## src/rtl/vx_barrier_table.sv

```systemverilog
// Per-core warp barrier table: tracks NUM_BARRIERS concurrent barriers, releases stalled
// warps on local completion and hands finished local phases of global barriers to the cluster.
module vx_barrier_table #(
  parameter int NUM_WARPS    = 4,
  parameter int NUM_BARRIERS = 4,
  parameter int NUM_CORES    = 4,
  parameter int CORE_ID      = 0,
  parameter int GBAR_ENABLE  = 1,
  localparam int NW_W = (NUM_WARPS > 1) ? $clog2(NUM_WARPS) : 1,
  localparam int NB_W = (NUM_BARRIERS > 1) ? $clog2(NUM_BARRIERS) : 1,
  localparam int NC_W = (NUM_CORES > 1) ? $clog2(NUM_CORES) : 1,
  localparam int SZ_W = (NW_W > NC_W) ? NW_W : NC_W
) (
  input  logic                 clk,
  input  logic                 reset_n,
  input  logic                 req_valid,
  output logic                 req_ready,
  input  logic [NW_W-1:0]      req_wid,
  input  logic [NB_W-1:0]      req_id,
  input  logic                 req_is_global,
  input  logic [SZ_W-1:0]      req_size_m1,
  input  logic [NUM_WARPS-1:0] active_wmask,
  output logic                 release_valid,
  output logic [NUM_WARPS-1:0] release_wmask,
  output logic                 gbar_req_valid,
  input  logic                 gbar_req_ready,
  output logic [NB_W-1:0]      gbar_req_id,
  output logic [NC_W-1:0]      gbar_req_size_m1,
  output logic [NC_W-1:0]      gbar_req_core_id,
  input  logic                 gbar_rsp_valid,
  input  logic [NB_W-1:0]      gbar_rsp_id,
  output logic                 err
);

  localparam logic            GBAR_EN   = (GBAR_ENABLE != 0);
  localparam logic [SZ_W:0]   ONE       = (SZ_W+1)'(1);
  localparam logic [NC_W-1:0] CORE_ID_V = NC_W'(CORE_ID);

  logic [NUM_BARRIERS-1:0]                valid_q, valid_d;
  logic [NUM_BARRIERS-1:0]                global_q, global_d;
  logic [NUM_BARRIERS-1:0]                pend_q, pend_d;
  logic [NUM_BARRIERS-1:0][SZ_W-1:0]      size_q, size_d;
  logic [NUM_BARRIERS-1:0][SZ_W-1:0]      count_q, count_d;
  logic [NUM_BARRIERS-1:0][NUM_WARPS-1:0] wmask_q, wmask_d;

  logic                 rel_valid_q, rel_valid_d;
  logic [NUM_WARPS-1:0] rel_mask_q, rel_mask_d;
  logic                 gbar_valid_q, gbar_valid_d;
  logic [NB_W-1:0]      gbar_id_q, gbar_id_d;
  logic [NC_W-1:0]      gbar_size_q, gbar_size_d;
  logic                 err_q, err_d;

  logic                 arr_fire;
  logic                 req_global;
  logic [NUM_WARPS-1:0] arr_bit;
  logic                 use_global;
  logic [SZ_W-1:0]      use_size;
  logic [SZ_W:0]        new_count;
  logic [NUM_WARPS-1:0] new_mask;
  logic                 do_update;
  logic                 complete;

  // The outbound global request is a single slot, so arrivals stall while it is occupied.
  assign req_ready  = !gbar_valid_q;
  assign arr_fire   = req_valid && req_ready;
  assign req_global = req_is_global && GBAR_EN;
  assign arr_bit    = NUM_WARPS'(1) << req_wid;

  always_comb begin
    valid_d      = valid_q;
    global_d     = global_q;
    pend_d       = pend_q;
    size_d       = size_q;
    count_d      = count_q;
    wmask_d      = wmask_q;
    rel_valid_d  = 1'b0;
    rel_mask_d   = '0;
    gbar_valid_d = gbar_valid_q;
    gbar_id_d    = gbar_id_q;
    gbar_size_d  = gbar_size_q;
    err_d        = err_q;
    use_global   = 1'b0;
    use_size     = '0;
    new_count    = '0;
    new_mask     = '0;
    do_update    = 1'b0;
    complete     = 1'b0;

    if (gbar_valid_q && gbar_req_ready) begin
      gbar_valid_d = 1'b0;
    end

    // Cluster response: release the warps parked on a pending global entry.
    if (GBAR_EN && gbar_rsp_valid) begin
      if (valid_q[gbar_rsp_id] && pend_q[gbar_rsp_id]) begin
        rel_valid_d          = 1'b1;
        rel_mask_d           = wmask_q[gbar_rsp_id];
        valid_d[gbar_rsp_id] = 1'b0;
        global_d[gbar_rsp_id] = 1'b0;
        pend_d[gbar_rsp_id]  = 1'b0;
        size_d[gbar_rsp_id]  = '0;
        count_d[gbar_rsp_id] = '0;
        wmask_d[gbar_rsp_id] = '0;
      end else begin
        err_d = 1'b1;
      end
    end

    if (arr_fire) begin
      if (valid_q[req_id]) begin
        use_global = global_q[req_id];
        use_size   = size_q[req_id];
        if ((req_global != global_q[req_id]) || (req_size_m1 != size_q[req_id])) begin
          err_d = 1'b1;
        end
        if (pend_q[req_id]) begin
          err_d = 1'b1;
        end else if ((wmask_q[req_id] & arr_bit) != '0) begin
          err_d = 1'b1;
        end else begin
          new_count = {1'b0, count_q[req_id]} + ONE;
          new_mask  = wmask_q[req_id] | arr_bit;
          do_update = 1'b1;
        end
      end else begin
        use_global = req_global;
        use_size   = req_size_m1;
        new_count  = ONE;
        new_mask   = arr_bit;
        do_update  = 1'b1;
      end

      // Local barriers count warps; global ones wait for every active warp of this core.
      if (do_update) begin
        complete = use_global ? (new_mask == active_wmask)
                              : (new_count == ({1'b0, use_size} + ONE));
        valid_d[req_id]  = 1'b1;
        global_d[req_id] = use_global;
        size_d[req_id]   = use_size;
        count_d[req_id]  = new_count[SZ_W-1:0];
        wmask_d[req_id]  = new_mask;
        if (complete && use_global) begin
          pend_d[req_id] = 1'b1;
          gbar_valid_d   = 1'b1;
          gbar_id_d      = req_id;
          gbar_size_d    = use_size[NC_W-1:0];
        end else if (complete) begin
          rel_valid_d      = 1'b1;
          rel_mask_d       = rel_mask_d | new_mask;
          valid_d[req_id]  = 1'b0;
          global_d[req_id] = 1'b0;
          size_d[req_id]   = '0;
          count_d[req_id]  = '0;
          wmask_d[req_id]  = '0;
        end
      end
    end
  end

  always_ff @(posedge clk or negedge reset_n) begin
    if (!reset_n) begin
      valid_q      <= '0;
      global_q     <= '0;
      pend_q       <= '0;
      size_q       <= '0;
      count_q      <= '0;
      wmask_q      <= '0;
      rel_valid_q  <= 1'b0;
      rel_mask_q   <= '0;
      gbar_valid_q <= 1'b0;
      gbar_id_q    <= '0;
      gbar_size_q  <= '0;
      err_q        <= 1'b0;
    end else begin
      valid_q      <= valid_d;
      global_q     <= global_d;
      pend_q       <= pend_d;
      size_q       <= size_d;
      count_q      <= count_d;
      wmask_q      <= wmask_d;
      rel_valid_q  <= rel_valid_d;
      rel_mask_q   <= rel_mask_d;
      gbar_valid_q <= gbar_valid_d;
      gbar_id_q    <= gbar_id_d;
      gbar_size_q  <= gbar_size_d;
      err_q        <= err_d;
    end
  end

  assign release_valid    = rel_valid_q;
  assign release_wmask    = rel_mask_q;
  assign gbar_req_valid   = gbar_valid_q;
  assign gbar_req_id      = gbar_id_q;
  assign gbar_req_size_m1 = gbar_size_q;
  assign gbar_req_core_id = gbar_valid_q ? CORE_ID_V : '0;
  assign err              = err_q;

endmodule

```

## config.mk

```make
export PLATFORM = sky130hd
export DESIGN_NAME = vx_barrier_table
export DESIGN_NICKNAME = d
export VERILOG_FILES = /design/src/rtl/vx_barrier_table.sv
export SDC_FILE = /design/constraint.sdc
export NUM_CORES = 1
export LEC_CHECK = 0
export BUFFER_PORTS_ARGS = -buffer_cell sky130_fd_sc_hd__buf_2
export CAP_MARGIN = 20
export CORE_UTILIZATION = 50
export CTS_BUF_LIST = sky130_fd_sc_hd__clkbuf_8
export DETAILED_ROUTE_END_ITERATION = 10
export PLACE_DENSITY = 0.81
export SLEW_MARGIN = 20
export SYNTH_ARGS = -nofsm -noshare
export SYNTH_HDL_FRONTEND = slang
export SYNTH_SLANG_ARGS = --single-unit
```

## constraint.sdc

```tcl
create_clock -name clk -period 4.44 [get_ports clk]
set_clock_uncertainty 0.05 [all_clocks]
set_input_delay 0.888 -clock clk [delete_from_list [all_inputs] [get_ports clk]]
set_output_delay 0.888 -clock clk [all_outputs]
set_load 0.05 [all_outputs]
```

==> summary.txt <==
Place
  – DPL Wire Length: 5742 um
  – I/O Buffers: 29
  – Post-placement cell area: ~0.0035 mm^2
  – Placer congestion estimate: between 0.8 and 0.9
  – Placed instance count: 401

Clock tree
  – CTS tree: built
  – Worst-skew pair later-pin latency: between 0.3 and 0.4 ns
  – Max Root-Sink Buffers: 2
  – Clk slew on worst S/H paths: 0.10 ns
  – Total CTS buffers: 5
  – CTS sink cnt: 55
  – Hold Buf Count CTS: 0
  – Post-CTS Resized: 0
  – Clock root cell: clkbuf_8
  – H-tree levels: 2
  – Post-CTS Setup Inserts: 0

Drt
  – DRT iter0 DRCs: 341
  – Post-route ant nets: 0
  – Via count: about 2700
  – DR DRC count: 0
  – WL/cell: between 20 and 25 um
  – WL final: ~8300 um
  – Drt pass-1 iters: 5
  – Via-per-instance ratio: approximately 6.7

STA
  – Min Tclk post-route: 3.716 ns
  – Period utilization: between 80 and 90%
  – Unrepaired setup endpoints after global routing: false
  – Final setup viols: 0
  – Fmax: 269.1 MHz
  – Post-route setup TNS: 0 ns
  – Max_slew headroom: a little over half
  – Fin. max-slew vios: 0
  – Hold Fails Final Rpt: 0
  – Slew at the pin closest to its max-slew limit: 0.7016 ns

Setup path
  – Worst path required time: approximately 4.6 ns
  – Worst-path cell chain: buf_2 > mux4_2 > mux2_2 > ha_1 > nor4bb_1 > a31oi_1 > or3_1 > a32oi_2 > buf_4 > a32o_1
  – Worst path max stage delay: around 0.6 ns
  – Crit start category: input pin
  – Worst EP arrival: roughly 4 ns
  – Critical path class: input pin to register
  – Critical Path Fanout Max: 33
  – CP max-delay cell: mux4_2
  – CP Capture Type: register

Outcome
  – Outcome: completed

Floorplan
  – Initial Util: 51.53%
  – Die area: about 0.0069 mm^2
  – Die W: between 80 and 90 um
  – DIE HEIGHT: 82.90 um
  – Row count: 29
  – IO Pins: 32
  – Core ar.: about 0.0063 mm^2

Power
  – Maximum VDD drop: about 0.33 mV
  – LEAKAGE: approximately 1.5 nW
  – Pwr/cell area: between 600 and 700 mW/mm^2

Finish
  – Syn-to-layout area delta: 9.139%
  – N_diodes: 0
  – Non-Filler Instances: just over 400
  – Layout cells sized above 1: 23.87%
  – Post-route cell area: 0.003571 mm^2
  – Nets: between 300 and 400

Yosys
  – Seq/Total Area, Yosys: between 40% and 50%
  – Cell area after synthesis: about 0.0033 mm^2
  – Mean area per synthesized cell: roughly 11 um^2
  – Top_reg_cell synth: dfrtp_1
  – Post-synth cell types: 56
  – FFs w/ async S/R, synth: 100.0%
  – Mapped Cells: between 300 and 400
  – Post-synth EDFFs: 0
  – Yosys warns: 0
  – FF+latch count, synth: 55

Min path
  – HP Class: register to register

Global routing
  – Largest net degree at the start of global routing: 56
  – Vias in the first global route: roughly 2600
  – Antenna violations before repair: 0
  – Total track usage: approximately a quarter
  – First-pass GRT wire length: approximately 13000 um
  – Gr ovfl total: 0

Run
  – Max cap viols: 0
==> cells in the mapped netlist (2+ instances only) <==
cell type	n	area, um^2
o31ai_1	2	15.01
nor4bb_1	2	20.02
nor3_1	2	10.01
inv_1	7	26.28
a21boi_0	2	15.01
xor2_1	2	17.52
nor2_1	7	26.28
a21o_1	3	22.52
nand3b_1	2	15.01
nand4b_1	2	17.52
clkbuf_1	8	30.03
nand2b_1	2	12.51
xnor2_1	2	17.52
mux2i_1	16	160.2
ha_1	2	25.02
o2bb2ai_1	10	87.58
buf_6	2	22.52
o21ai_0	5	25.02
dfrtp_1	55	1376
nand2_1	66	247.7
o22ai_1	21	131.4
mux2_2	6	67.56
buf_1	2	7.510
o311ai_0	2	17.52
a32o_1	4	40.04
buf_2	6	30.03
or4_1	2	15.01
nor3_2	2	20.02
a21oi_1	3	15.01
or3_1	3	18.77
o32ai_1	2	17.52
nand4_1	2	12.51
nor2b_1	3	18.77
a22o_1	4	35.03
nor3b_1	3	22.52
buf_4	4	30.03
nand3_1	3	15.01
mux4_2	17	382.9
==> through the flow <==
stage	power (mW)	hold WS, ns	utilization (%)	worst slack, ns
after floorplan	1.604	0.4015	-	0.5105
after global placement	1.804	0.4173	54.56	0.4546
after global routing	2.306	0.4774	56.24	0.5656
final	2.190	0.4347	56.24	0.7237
after detailed placement	1.844	0.4202	54.56	0.4168
after CTS	2.178	0.4420	56.24	0.7336
==> routing by layer <==
metal	track usage (%)	wire length [um]	part of all wire [%]
met1	33.38	3475	42
met5	0	0	0
met4	11.29	272	3.3
met2	39.12	3979	48
met3	4.274	552	6.7
==> where the power goes <==
part	switching [mW]	leakage, nW	internal [mW]
registers	0.138	0.707	0.686
clock network	0.166	0.0502	0.165
logic	0.617	0.788	0.419
==> kinds of logic after synthesis <==
logic type                 share of synthesized area, %
muxes                                             18.66
buffers and inverters                             4.933
and+or+nand+nor                                   15.64
DFF                                               42.07
AOI/OAI and AO/OA                                 16.75
other                                            0.1146
xor gates and xnor gates                          1.071
adders and majority gates                        0.7647
==> registers in the layout, summed over array words and instances, names as in the netlist <==
| register | flops |
|---|---|
| err | 1 |
| global_q | 4 |
| count_q | 8 |
| release_valid | 1 |
| valid_q | 4 |
| release_wmask | 4 |
| pend_q | 4 |
| gbar_req_id | 2 |
| gbar_req_size_m1 | 2 |
| gbar_req_valid | 1 |
| size_q | 8 |
| wmask_q | 16 |
==> critical path, delay by kind of cell <==
family                   cells  cell delay, ns
multiplexers                 2            0.95
buffers and inverters        2            0.66
AND/OR/NAND/NOR              2            0.59
AO/OA/AOI/OAI                3            0.48
adder cells (fa/ha/maj)      1            0.34
==> final cells by class <==
| type | count | area (um^2) |
|---|---|---|
| clock buffer | 5 | 68.82 |
| timing repair buffer | 40 | 227.7 |
| tap | 77 | 96.34 |
| multi-input combinational | 222 | 1738 |
| clock inverter | 2 | 37.54 |
| inverter | 7 | 26.28 |
| fill | 534 | 2779 |
| sequential | 55 | 1376 |
==> placed cells by master, fill, tap and decap left out, drive strengths merged, types with 2 or more instances in the layout <==
master,Yosys,routed
clkbuf,8,5
nor4,2,2
a22o,4,4
o311ai,2,2
dfrtp,55,55
a32o,4,4
or4,2,2
nor4bb,2,2
conb,1,2
xnor2,2,2
nor3b,3,3
o21ai,6,6
buf,15,40
nand3,3,3
or3,3,3
nor2b,3,3
nor2,7,7
o32ai,2,2
o31ai,2,2
nand2b,2,2
a22oi,2,2
a21o,3,3
nor3,4,4
nand2,66,66
ha,2,2
nand4b,2,2
o2bb2ai,10,10
mux2i,16,16
nand3b,2,2
mux4,17,17
o22ai,21,21
mux2,6,6
a21oi,3,3
inv,7,7
a21boi,3,3
xor2,2,2
nand4,2,2
==> worst paths after layout <==
check / from / end / slack, ns / cells after the start
max in group asynchronous: reset_n / release_wmask[1] / 3.24 / 2
setup reg to reg: valid_q[2] / release_wmask[3] / 1.25 / 9
setup / recovery: req_id[0] / release_wmask[3] / 0.72 / 10
min in group asynchronous: reset_n / gbar_req_id[0] / 0.65 / 2
hold reg to reg: err / err / 0.43 / 2
hold / removal: err / err / 0.43 / 2
(Power assumes the default switching activity.)
